## config.mk

```make
export PLATFORM = sky130hd
export DESIGN_NAME = instr_fetch_unit_flat
export DESIGN_NICKNAME = d
export VERILOG_FILES = /design/src/rtl/instr_fetch_unit_pkg.sv /design/src/rtl/instr_fetch_unit_if.sv /design/src/rtl/instr_fetch_unit_fetch_queue.sv /design/src/rtl/instr_fetch_unit.sv /design/src/flat_wrapper.sv
export SDC_FILE = /design/constraint.sdc
export NUM_CORES = 1
export LEC_CHECK = 0
export ABC_AREA = 1
export BUFFER_PORTS_ARGS = -buffer_cell sky130_fd_sc_hd__buf_2
export CAP_MARGIN = 30
export CELL_PAD_IN_SITES_DETAIL_PLACEMENT = 1
export CELL_PAD_IN_SITES_GLOBAL_PLACEMENT = 1
export CORE_MARGIN = 5
export CORE_UTILIZATION = 30
export DETAILED_ROUTE_END_ITERATION = 10
export PLACE_DENSITY_LB_ADDON = 0.3
export SLEW_MARGIN = 10
export SYNTH_ARGS = -nofsm -noshare
export SYNTH_HDL_FRONTEND = slang
export SYNTH_SLANG_ARGS = --single-unit
export TNS_END_PERCENT = 100
```

## constraint.sdc

```tcl
create_clock -name clk -period 5.7 [get_ports clk]
set_clock_uncertainty 0.15 [all_clocks]
set_input_delay 0.285 -clock clk [delete_from_list [all_inputs] [get_ports clk]]
set_output_delay 0.285 -clock clk [all_outputs]
set_load 0.005 [all_outputs]
```

## src/rtl/instr_fetch_unit_pkg.sv

```systemverilog
// Shared definitions for the instruction fetch unit.
//   PS_*           : PC step-select encodings driven toward the program counter
//   fetch_state_e  : fetch FSM states
//   fq_entry_t     : one fetch-queue entry (instruction word + its address)
package instr_fetch_unit_pkg;

  localparam logic [1:0] PS_HOLD   = 2'b00;
  localparam logic [1:0] PS_INC    = 2'b01;
  localparam logic [1:0] PS_LOAD   = 2'b10;
  localparam logic [1:0] PS_OFFSET = 2'b11;  // belongs to other PC users; never driven here

  typedef enum logic {
    FETCH = 1'b0,
    DROP  = 1'b1
  } fetch_state_e;

  typedef struct packed {
    logic [31:0] instr;
    logic [31:0] pc;
  } fq_entry_t;

endpackage

```

## src/rtl/instr_fetch_unit_if.sv

```systemverilog
// Bus bundle around the fetch unit: PC control, instruction-memory port,
// decode-side queue head and execute redirect.
//   master : the fetch unit's view
//   slave  : the surrounding PC / memory / decode / execute view
//
// Handshakes:
//   imem   : imem_req is held with imem_addr stable until the single-cycle
//            imem_ack; imem_rdata is valid only in the ack cycle.
//   decode : an entry transfers on a cycle where if_valid && if_ready;
//            if_valid never waits on if_ready. A redirect in the same
//            cycle overrides the transfer.
interface instr_fetch_unit_if;
  import instr_fetch_unit_pkg::*;

  logic [31:0] pc;
  logic [1:0]  ps;
  logic [31:0] pc_in;
  logic        imem_req;
  logic [31:0] imem_addr;
  logic        imem_ack;
  logic [31:0] imem_rdata;
  logic        if_valid;
  logic        if_ready;
  logic [31:0] if_instr;
  logic [31:0] if_pc;
  logic [31:0] if_pc_4;
  logic        redirect_valid;
  logic [31:0] redirect_target;

  modport master (
    input  pc,
    output ps, pc_in,
    output imem_req, imem_addr,
    input  imem_ack, imem_rdata,
    output if_valid, if_instr, if_pc, if_pc_4,
    input  if_ready,
    input  redirect_valid, redirect_target
  );

  modport slave (
    output pc,
    input  ps, pc_in,
    input  imem_req, imem_addr,
    output imem_ack, imem_rdata,
    input  if_valid, if_instr, if_pc, if_pc_4,
    output if_ready,
    output redirect_valid, redirect_target
  );

endinterface

```

## src/rtl/instr_fetch_unit_fetch_queue.sv

```systemverilog
// Synchronous FIFO holding fetched {instr, pc} entries for decode.
//   clk, rst   : clock, asynchronous active-high reset
//   push/data  : write push_data at the tail
//   pop        : drop the head entry
//   flush      : empty the queue; wins over push and pop
//   head       : current head entry (valid when !empty)
//   count      : number of held entries
//   empty/full : occupancy flags
module fetch_queue #(
  parameter int DEPTH = 2,
  parameter int W     = 64
) (
  input  logic                     clk,
  input  logic                     rst,
  input  logic                     push,
  input  logic [W-1:0]             push_data,
  input  logic                     pop,
  input  logic                     flush,
  output logic [W-1:0]             head,
  output logic [$clog2(DEPTH):0]   count,
  output logic                     empty,
  output logic                     full
);

  localparam int AW = $clog2(DEPTH);
  localparam int CW = AW + 1;

  logic [W-1:0]  mem_q [DEPTH];
  logic [AW-1:0] wr_ptr_q;
  logic [AW-1:0] rd_ptr_q;
  logic [CW-1:0] count_q;
  logic          do_push;
  logic          do_pop;

  assign empty   = (count_q == '0);
  assign full    = (count_q == CW'(DEPTH));
  assign do_pop  = pop && !empty;
  assign do_push = push && (!full || do_pop);
  assign head    = mem_q[rd_ptr_q];
  assign count   = count_q;

  // DEPTH is a power of two, so the pointers wrap by natural overflow.
  always_ff @(posedge clk or posedge rst) begin
    if (rst) begin
      wr_ptr_q <= '0;
      rd_ptr_q <= '0;
      count_q  <= '0;
    end else if (flush) begin
      wr_ptr_q <= '0;
      rd_ptr_q <= '0;
      count_q  <= '0;
    end else begin
      if (do_push) wr_ptr_q <= wr_ptr_q + AW'(1);
      if (do_pop)  rd_ptr_q <= rd_ptr_q + AW'(1);
      if (do_push && !do_pop)      count_q <= count_q + CW'(1);
      else if (!do_push && do_pop) count_q <= count_q - CW'(1);
    end
  end

  always_ff @(posedge clk) begin
    if (do_push && !flush) mem_q[wr_ptr_q] <= push_data;
  end

endmodule

```

## src/rtl/instr_fetch_unit.sv

```systemverilog
// Fetch stage between the program counter and decode.
//   clk, rst     : clock, asynchronous active-high reset
//   bus          : instr_fetch_unit_if.master (PC control, imem, decode, redirect)
//   dbg_state_o  : current fetch FSM state
//   dbg_count_o  : current fetch-queue occupancy
// FETCH issues a read at the current PC whenever the queue has room and
// advances the PC on each ack. A redirect that catches a read in flight
// moves to DROP, which keeps that read alive at its original address and
// throws its data away when the ack finally arrives.
module instr_fetch_unit
  import instr_fetch_unit_pkg::*;
#(
  parameter int DEPTH = 2
) (
  input  logic                   clk,
  input  logic                   rst,
  instr_fetch_unit_if.master     bus,
  output fetch_state_e           dbg_state_o,
  output logic [$clog2(DEPTH):0] dbg_count_o
);

  fetch_state_e state_q, state_d;
  logic [31:0]  drop_addr_q, drop_addr_d;
  logic [1:0]   ps;
  logic         req;
  logic [31:0]  addr;
  logic         q_push, q_pop, q_flush, q_empty, q_full;
  logic [$clog2(DEPTH):0] q_count;
  fq_entry_t    q_wdata, q_head;

  assign q_wdata = '{instr: bus.imem_rdata, pc: bus.pc};
  assign q_flush = bus.redirect_valid;
  assign q_pop   = !q_empty && bus.if_ready;

  fetch_queue #(.DEPTH(DEPTH), .W($bits(fq_entry_t))) u_queue (
    .clk       (clk),
    .rst       (rst),
    .push      (q_push),
    .push_data (q_wdata),
    .pop       (q_pop),
    .flush     (q_flush),
    .head      (q_head),
    .count     (q_count),
    .empty     (q_empty),
    .full      (q_full)
  );

  always_ff @(posedge clk or posedge rst) begin
    if (rst) begin
      state_q     <= FETCH;
      drop_addr_q <= '0;
    end else begin
      state_q     <= state_d;
      drop_addr_q <= drop_addr_d;
    end
  end

  always_comb begin
    state_d     = state_q;
    drop_addr_d = drop_addr_q;
    ps          = PS_HOLD;
    req         = 1'b0;
    addr        = bus.pc;
    q_push      = 1'b0;
    unique case (state_q)
      FETCH: begin
        // Room is judged on the current count only: a same-cycle pop does
        // not open a slot, keeping if_ready out of the request path.
        req = !q_full && !rst;
        if (bus.redirect_valid) begin
          // A read caught in flight must still be completed and discarded.
          if (req && !bus.imem_ack) begin
            state_d     = DROP;
            drop_addr_d = bus.pc;
          end
        end else if (req && bus.imem_ack) begin
          q_push = 1'b1;
          ps     = PS_INC;
        end
      end
      DROP: begin
        req  = !rst;
        addr = drop_addr_q;
        if (bus.imem_ack) state_d = FETCH;
      end
      default: ;
    endcase
    if (bus.redirect_valid) ps = PS_LOAD;
  end

  assign bus.ps        = ps;
  assign bus.pc_in     = bus.redirect_valid ? bus.redirect_target : 32'h0;
  assign bus.imem_req  = req;
  assign bus.imem_addr = addr;
  assign bus.if_valid  = !q_empty;
  assign bus.if_instr  = q_head.instr;
  assign bus.if_pc     = q_head.pc;
  assign bus.if_pc_4   = q_head.pc + 32'd4;
  assign dbg_state_o   = state_q;
  assign dbg_count_o   = q_count;

endmodule
```

## src/flat_wrapper.sv

```systemverilog
// flat-port wrapper written by rule: the top's interface ports become plain ports
module instr_fetch_unit_flat import instr_fetch_unit_pkg::*;
#(
  parameter int DEPTH = 2
)
  (clk, rst, dbg_state_o, dbg_count_o, bus_pc, bus_ps, bus_pc_in, bus_imem_req, bus_imem_addr, bus_imem_ack, bus_imem_rdata, bus_if_valid, bus_if_instr, bus_if_pc, bus_if_pc_4, bus_if_ready, bus_redirect_valid, bus_redirect_target);
  instr_fetch_unit_if bus_i ();
  input  logic clk;
  input  logic rst;
  output fetch_state_e dbg_state_o;
  output logic [$clog2(DEPTH):0] dbg_count_o;
  input wire logic [$bits(bus_i.pc)-1:0] bus_pc;
  output wire logic [$bits(bus_i.ps)-1:0] bus_ps;
  output wire logic [$bits(bus_i.pc_in)-1:0] bus_pc_in;
  output wire logic [$bits(bus_i.imem_req)-1:0] bus_imem_req;
  output wire logic [$bits(bus_i.imem_addr)-1:0] bus_imem_addr;
  input wire logic [$bits(bus_i.imem_ack)-1:0] bus_imem_ack;
  input wire logic [$bits(bus_i.imem_rdata)-1:0] bus_imem_rdata;
  output wire logic [$bits(bus_i.if_valid)-1:0] bus_if_valid;
  output wire logic [$bits(bus_i.if_instr)-1:0] bus_if_instr;
  output wire logic [$bits(bus_i.if_pc)-1:0] bus_if_pc;
  output wire logic [$bits(bus_i.if_pc_4)-1:0] bus_if_pc_4;
  input wire logic [$bits(bus_i.if_ready)-1:0] bus_if_ready;
  input wire logic [$bits(bus_i.redirect_valid)-1:0] bus_redirect_valid;
  input wire logic [$bits(bus_i.redirect_target)-1:0] bus_redirect_target;
  assign bus_i.pc = bus_pc;
  assign bus_ps = bus_i.ps;
  assign bus_pc_in = bus_i.pc_in;
  assign bus_imem_req = bus_i.imem_req;
  assign bus_imem_addr = bus_i.imem_addr;
  assign bus_i.imem_ack = bus_imem_ack;
  assign bus_i.imem_rdata = bus_imem_rdata;
  assign bus_if_valid = bus_i.if_valid;
  assign bus_if_instr = bus_i.if_instr;
  assign bus_if_pc = bus_i.if_pc;
  assign bus_if_pc_4 = bus_i.if_pc_4;
  assign bus_i.if_ready = bus_if_ready;
  assign bus_i.redirect_valid = bus_redirect_valid;
  assign bus_i.redirect_target = bus_redirect_target;
  instr_fetch_unit #(.DEPTH(DEPTH)) u_core (.clk(clk), .rst(rst), .bus(bus_i), .dbg_state_o(dbg_state_o), .dbg_count_o(dbg_count_o));
endmodule
```

After elaboration in Yosys (flattened, before gate mapping)
Memories as Yosys holds them, arrays and structs flattened.
Cells that the tools add are included.
{ "totals": {"ramBits": 128, "memories": 1, "out_inout_bits": 167, "input_bits": 101, "word_cells": 57, "register_bits": 37} }
{ "classes": {"bitwise_logic": 1, "reduce_logical": 22, "muxes": 22, "add_sub_neg": 5, "eq_ne": 1} }
{ "mem_list": {"columns": ["name", "words", "word_bits", "rd", "rd_ports_with_merged_regs", "write_ports", "line", "rtl"], "rows": [
  ["u_core.u_queue.mem_q", 2, 64, 1, 0, 1, "instr_fetch_unit_fetch_queue.sv:28", "logic [W-1:0] mem_q [DEPTH];"]
]} }
{ "op_table": {"columns": ["op", "count"], "rows": [
  ["32-bit 2-to-1 mux", 2],
  ["32-bit by 3-bit adder with 32-bit output, second input constant", 1],
  ["1-bit 2-to-1 mux", 13],
  ["2-bit 2-to-1 mux", 5],
  ["1-bit logical AND", 9],
  ["1-bit zero test", 7],
  ["1-bit case mux with 2 select lines", 2],
  ["2-bit nonzero test", 2],
  ["3-bit AND reduction", 1],
  ["3-bit nonzero test", 1],
  ["1-bit adder, second input constant", 2],
  ["2-bit by 1-bit adder with 2-bit output, second input constant", 1],
  ["2-bit == test, second input constant", 1],
  ["2-bit zero test", 1],
  ["2-bit by 1-bit subtractor with 2-bit output, second input constant", 1],
  ["1-bit logical OR", 1],
  ["1-bit NOT", 1]
]} }

Logic depth before layout (Yosys ltp)
{ "depth": {"ltp_word": 13, "depth_mapped": 12, "ltp_nobuf": 12} }

Cells and area by module
Synthesis repeated with hierarchy kept, for this count alone.
{ "hier_totals": {"hier_cells": 705, "hier_area_um2": 7851.3} }
{ "modules_own_cells": {"columns": ["module", "instances", "seq_area_each_um2", "area_per_inst_um2", "cells_per_inst"], "rows": [
  ["fetch_queue", 1, 3943.8, 5046.1, 242],
  ["instr_fetch_unit", 1, 825.8, 2805.2, 463]
]} }

Worst setup path after synthesis
No wires, ideal clock.
{ "synth_timing": {"path_kind": "reg-to-reg", "startpoint": "register u_core.state_q, in the netlist u_core.dbg_state_o", "endpoint": "memory u_core.u_queue.mem_q[0][0] (enable)", "path_stages_with_launch": 7, "required_ns": 5.064, "path_slack_ns": 1.397, "setup_time_ns": 0.486, "path_buffers": 1, "t_arrival_ns": 3.666, "synth_period_minus_slack_ns": 4.303, "path_cell_list": "dfrtp_1 buf_2 nor2_1 nand2_1 nor2_1 nand2_1 nor2_1"} }
{ "synth_via": {"elab_chain_cells": 5} }
{ "synth_rtl": {"columns": ["element", "line", "rtl"], "rows": [
  ["start, declared", "instr_fetch_unit.sv:22", "fetch_state_e state_q, state_d;"],
  ["start signal, assigned", "instr_fetch_unit.sv:53", "state_q <= state_d;"],
  ["1-bit 2-to-1 mux", "instr_fetch_unit.sv:65", "unique case (state_q)"],
  ["1-bit logical AND", "instr_fetch_unit_fetch_queue.sv:38", "assign do_push = push && (!full || do_pop);"],
  ["1-bit logical AND", "instr_fetch_unit_fetch_queue.sv:61", "if (do_push && !flush) mem_q[wr_ptr_q] <= push_data;"],
  ["1-bit 2-to-1 mux", "instr_fetch_unit_fetch_queue.sv:61", null],
  ["1-bit 2-to-1 mux (not written as such)", "instr_fetch_unit_fetch_queue.sv:61", null],
  ["end, declared", "instr_fetch_unit_fetch_queue.sv:28", null]
]} }
No other way between the ends.

Final worst setup path
{ "layout_timing": {"startpoint": "register u_core.u_queue.rd_ptr_q", "endpoint": "output bus_if_pc_4[18]"} }
{ "layout_via": {"elab_chain_cells": 2} }
{ "layout_rtl": {"columns": ["element", "line", "rtl"], "rows": [
  ["start, declared", "instr_fetch_unit_fetch_queue.sv:30", "logic [AW-1:0] rd_ptr_q;"],
  ["start signal, assigned", "instr_fetch_unit_fetch_queue.sv:54", "if (do_pop) rd_ptr_q <= rd_ptr_q + AW'(1);"],
  ["memory read 2 x 64 bit", null, null],
  ["32-bit by 3-bit adder with 32-bit output", "instr_fetch_unit.sv:98", "assign bus.if_pc_4 = q_head.pc + 32'd4;"],
  ["end, declared", "flat_wrapper.sv:22", "output wire logic [$bits(bus_i.if_pc_4)-1:0] bus_if_pc_4;"]
]} }
No other way between the ends.

==> results by group <==
Placed design
  – Pre-CTS WS: 2.40 ns
  – HPWL Detailed: 17900 µm
  – Port Buffers: 267
  – Global placer's final weighted congestion: 0.828

Floorplan
  – Die Width: 169 µm
  – Boundary pin count: 268
  – Initial core utilization: 0.304
  – Die Height: 169 µm
  – Core Area: 25100 µm²
  – Row count: 58
  – Total Die Area: 28700 µm²

Clock network
  – H-tree Lvls: 4
  – CTS clk-pin slew, worst paths: 0.07 ns
  – Worst-Skew Late Latency: 0.41 ns
  – CTS root buffer: clkbuf_16
  – Num CTS Buffers: 17
  – CTS tree: yes
  – Clock Sink Count: 165
  – # resized after CTS: 0
  – Maximum root-to-sink buffer count: 2

Yosys
  – Area share of the largest cell type after synthesis: 0.504
  – #FFs+latches synth: 165
  – Leading area contributor after synthesis: edfxtp_1
  – Synth Area in Compound Gates: 0.0471
  – Cell with the most instances after synthesis: nand2_1
  – Main synth FF type: edfxtp_1
  – Ys async rst share: 0.224
  – Syn Area/Cell: 9.05 µm²
  – Distinct cells, synth: 24
  – Yosys warns: 0
  – Synth Instances: 843
  – Post-Synth XOR/XNOR Area: 0.0184
  – Largest cells by area after synthesis: edfxtp_1 50%, nand2_1 18%, dfrtp_1 12%
  – Largest family of logic cells by synthesized area: simple AND/OR/NAND/NOR gates
  – Mux cell area share after synthesis: 0
  – Post-synth top cells: 375 x nand2_1, 128 x edfxtp_1, 94 x inv_1
  – Syn nets: 945
  – Seq/Total Area, Yosys: 0.625
  – Synth Area in Simple Gates: 0.238
  – Synth Area in Adders: 0.00164
  – Mapped cell area: 7630 µm²
  – EDFF count, synth: 128

Layout
  – Inserted Diodes: 0
  – Fill cells: 3003
  – Reg area: 4770 µm²
  – Area delta synth->final: 38.4%
  – Nets: 1270
  – Footprint of the multi-input gates: 2350 µm²
  – Share of cells above drive strength 1: 0.284

Detailed routing
  – Starting DRT DRC Count: 332
  – DR pass1 iterations: 4
  – Met2 wire length: 12100 µm
  – Wire length on met1: 10500 µm
  – Highest routed layer: met4
  – WL met3: 1360 µm
  – Routed Antenna Nets: 0
  – DR vias/cell: 4.42
  – Drt drc: 0
  – Routed len/inst: 16.1 µm
  – WL final: 24300 µm
  – Via count: 6669

GRT
  – Grt ovf: 0
  – Initial antenna violation count: 0
  – First-pass GRT wire length: 38100 µm
  – Largest net degree at the start of global routing: 67
  – Vias in the first global route: 7020
  – Gr usage total: 0.169

Setup path
  – Critical Path RT: 5.27 ns
  – Critical path fanouts, max: 65
  – Kind of critical path: reg2out
  – R2R cell count: 7
  – Critical Path End Type: output pin
  – Critical path arrival: 3.19 ns
  – Startpoint Class: flop

STA
  – Final setup margin: 2.07 ns
  – Max Clk Rate: 0.275 GHz
  – Min cycle time layout: 3.63 ns
  – Final setup violation count: 0
  – Fin. Hold Viols: 0
  – Worst Max-Slew Pin Slew: 0.889 ns
  – Max_slew headroom: 0.406
  – RSZ-0062 raised after global routing: false
  – Hold Slack: 0.135 ns
  – Slew Viols, Final: 0
  – Part of the cycle the worst path needs: 0.637
  – Setup TNS: 0 ns

Power
  – PD cells: 354 nW/µm²
  – Lkg Pwr: 5.07 nW
  – Peak supply drop: 199 µV

Hold path
  – Worst Hold Class: in2reg
  – Worst Hold Path Cells: 4

Run status
  – Status: finished, final reports clean

Run
  – Maximum Capacitance Violations: 0
per-layer routing:
metal,vias to the layer above,global-route usage
met5,-,0
met3,16,0.0331
met1,3161,0.217
li1,3297,-
met2,195,0.295
met4,0,0.0410
stage by stage:
stage | area (µm²) | total power, mW | utilization | std cells
global placement | 9270 | 2.60 | 0.369 | 1411
CTS | 10500 | 3.80 | 0.420 | 1509
floorplan | 7630 | 2.12 | - | 843
finish | 10600 | 3.74 | 0.421 | 1510
detailed placement | 9290 | 2.63 | 0.370 | 1412
global route | 10600 | 3.99 | 0.421 | 1510
path summary, 6_finish.rpt:
check | from | endpoint | slack [ns]
max | u_core.u_queue.rd_ptr_q | bus_if_pc_4[18] | 2.07
min | bus_if_ready | u_core.u_queue.rd_ptr_q | 0.14
max reg2reg | u_core.u_queue.count[0] | u_core.u_queue.mem_q[1][38] | 2.77
min reg2reg | u_core.drop_addr_q[31] | u_core.drop_addr_q[31] | 0.34
max in group asynchronous | rst | u_core.u_queue.rd_ptr_q | 4.70
min in group asynchronous | rst | u_core.drop_addr_q[16] | 0.23
kinds of logic after synthesis:
logic type / after synthesis
simple gates: 460
flops: 165
fa+ha+maj: 1
compound gates: 71
buf+inv: 130
xor+xnor: 16
final cells by class:
| class | instances | area share |
|---|---|---|
| Sequential cell | 165 | 0.452 |
| Multi-Input combinational cell | 548 | 0.222 |
| Timing Repair Buffer | 341 | 0.197 |
| Clock buffer | 17 | 0.0403 |
| Tap cell | 330 | 0.0391 |
| Inverter | 95 | 0.0338 |
| Clock inverter | 14 | 0.0156 |
timing repair:
action / 4_1_cts / 5_1_grt
hold endpoints to repair: 172 / 0
hold buffers: 66 / 0
setup buffers: 0 / 0
critical path, stage by stage, from the launching register on:
cell     delay (ns)
dfrtp_2        0.36
buf_4          0.60
o21ai_2        0.25
inv_1          0.26
ha_1           0.35
inv_1          0.14
nor2_4         0.20
nand2_1        0.15
nor2_1         0.15
xor2_1         0.17
buf_2          0.14
cell usage in the layout, fill, tap and decap left out, drive strengths merged:
| cell type | count |
|---|---|
| dlygate4sd3 | 66 |
| clkinvlp | 2 |
| or2 | 1 |
| and2 | 1 |
| nor2 | 52 |
| nand4 | 1 |
| clkbuf | 17 |
| nand2 | 389 |
| inv | 100 |
| a21oi | 1 |
| buf | 275 |
| xor2 | 12 |
| nand3 | 16 |
| edfxtp | 128 |
| ha | 1 |
| clkinv | 7 |
| xnor2 | 4 |
| o21ai | 70 |
| dfrtp | 37 |
report_power, final:
part | internal, mW | total [mW] | switching (mW) | leakage, nW
Sequential | 1.45 | 1.53 | 0.0734 | 1.62
Combinational | 0.406 | 1.09 | 0.684 | 3.17
Clock | 0.587 | 1.13 | 0.541 | 0.280
flip-flops by register name, indices dropped and copies added, names as in the netlist:
name and count:
u_core.u_queue.mem_q 128, u_core.u_queue.rd_ptr_q 1, u_core.u_queue.count 2, u_core.u_queue.wr_ptr_q 1
u_core.dbg_state_o 1, u_core.drop_addr_q 32
Note: power is estimated with default switching activity, not from simulation.
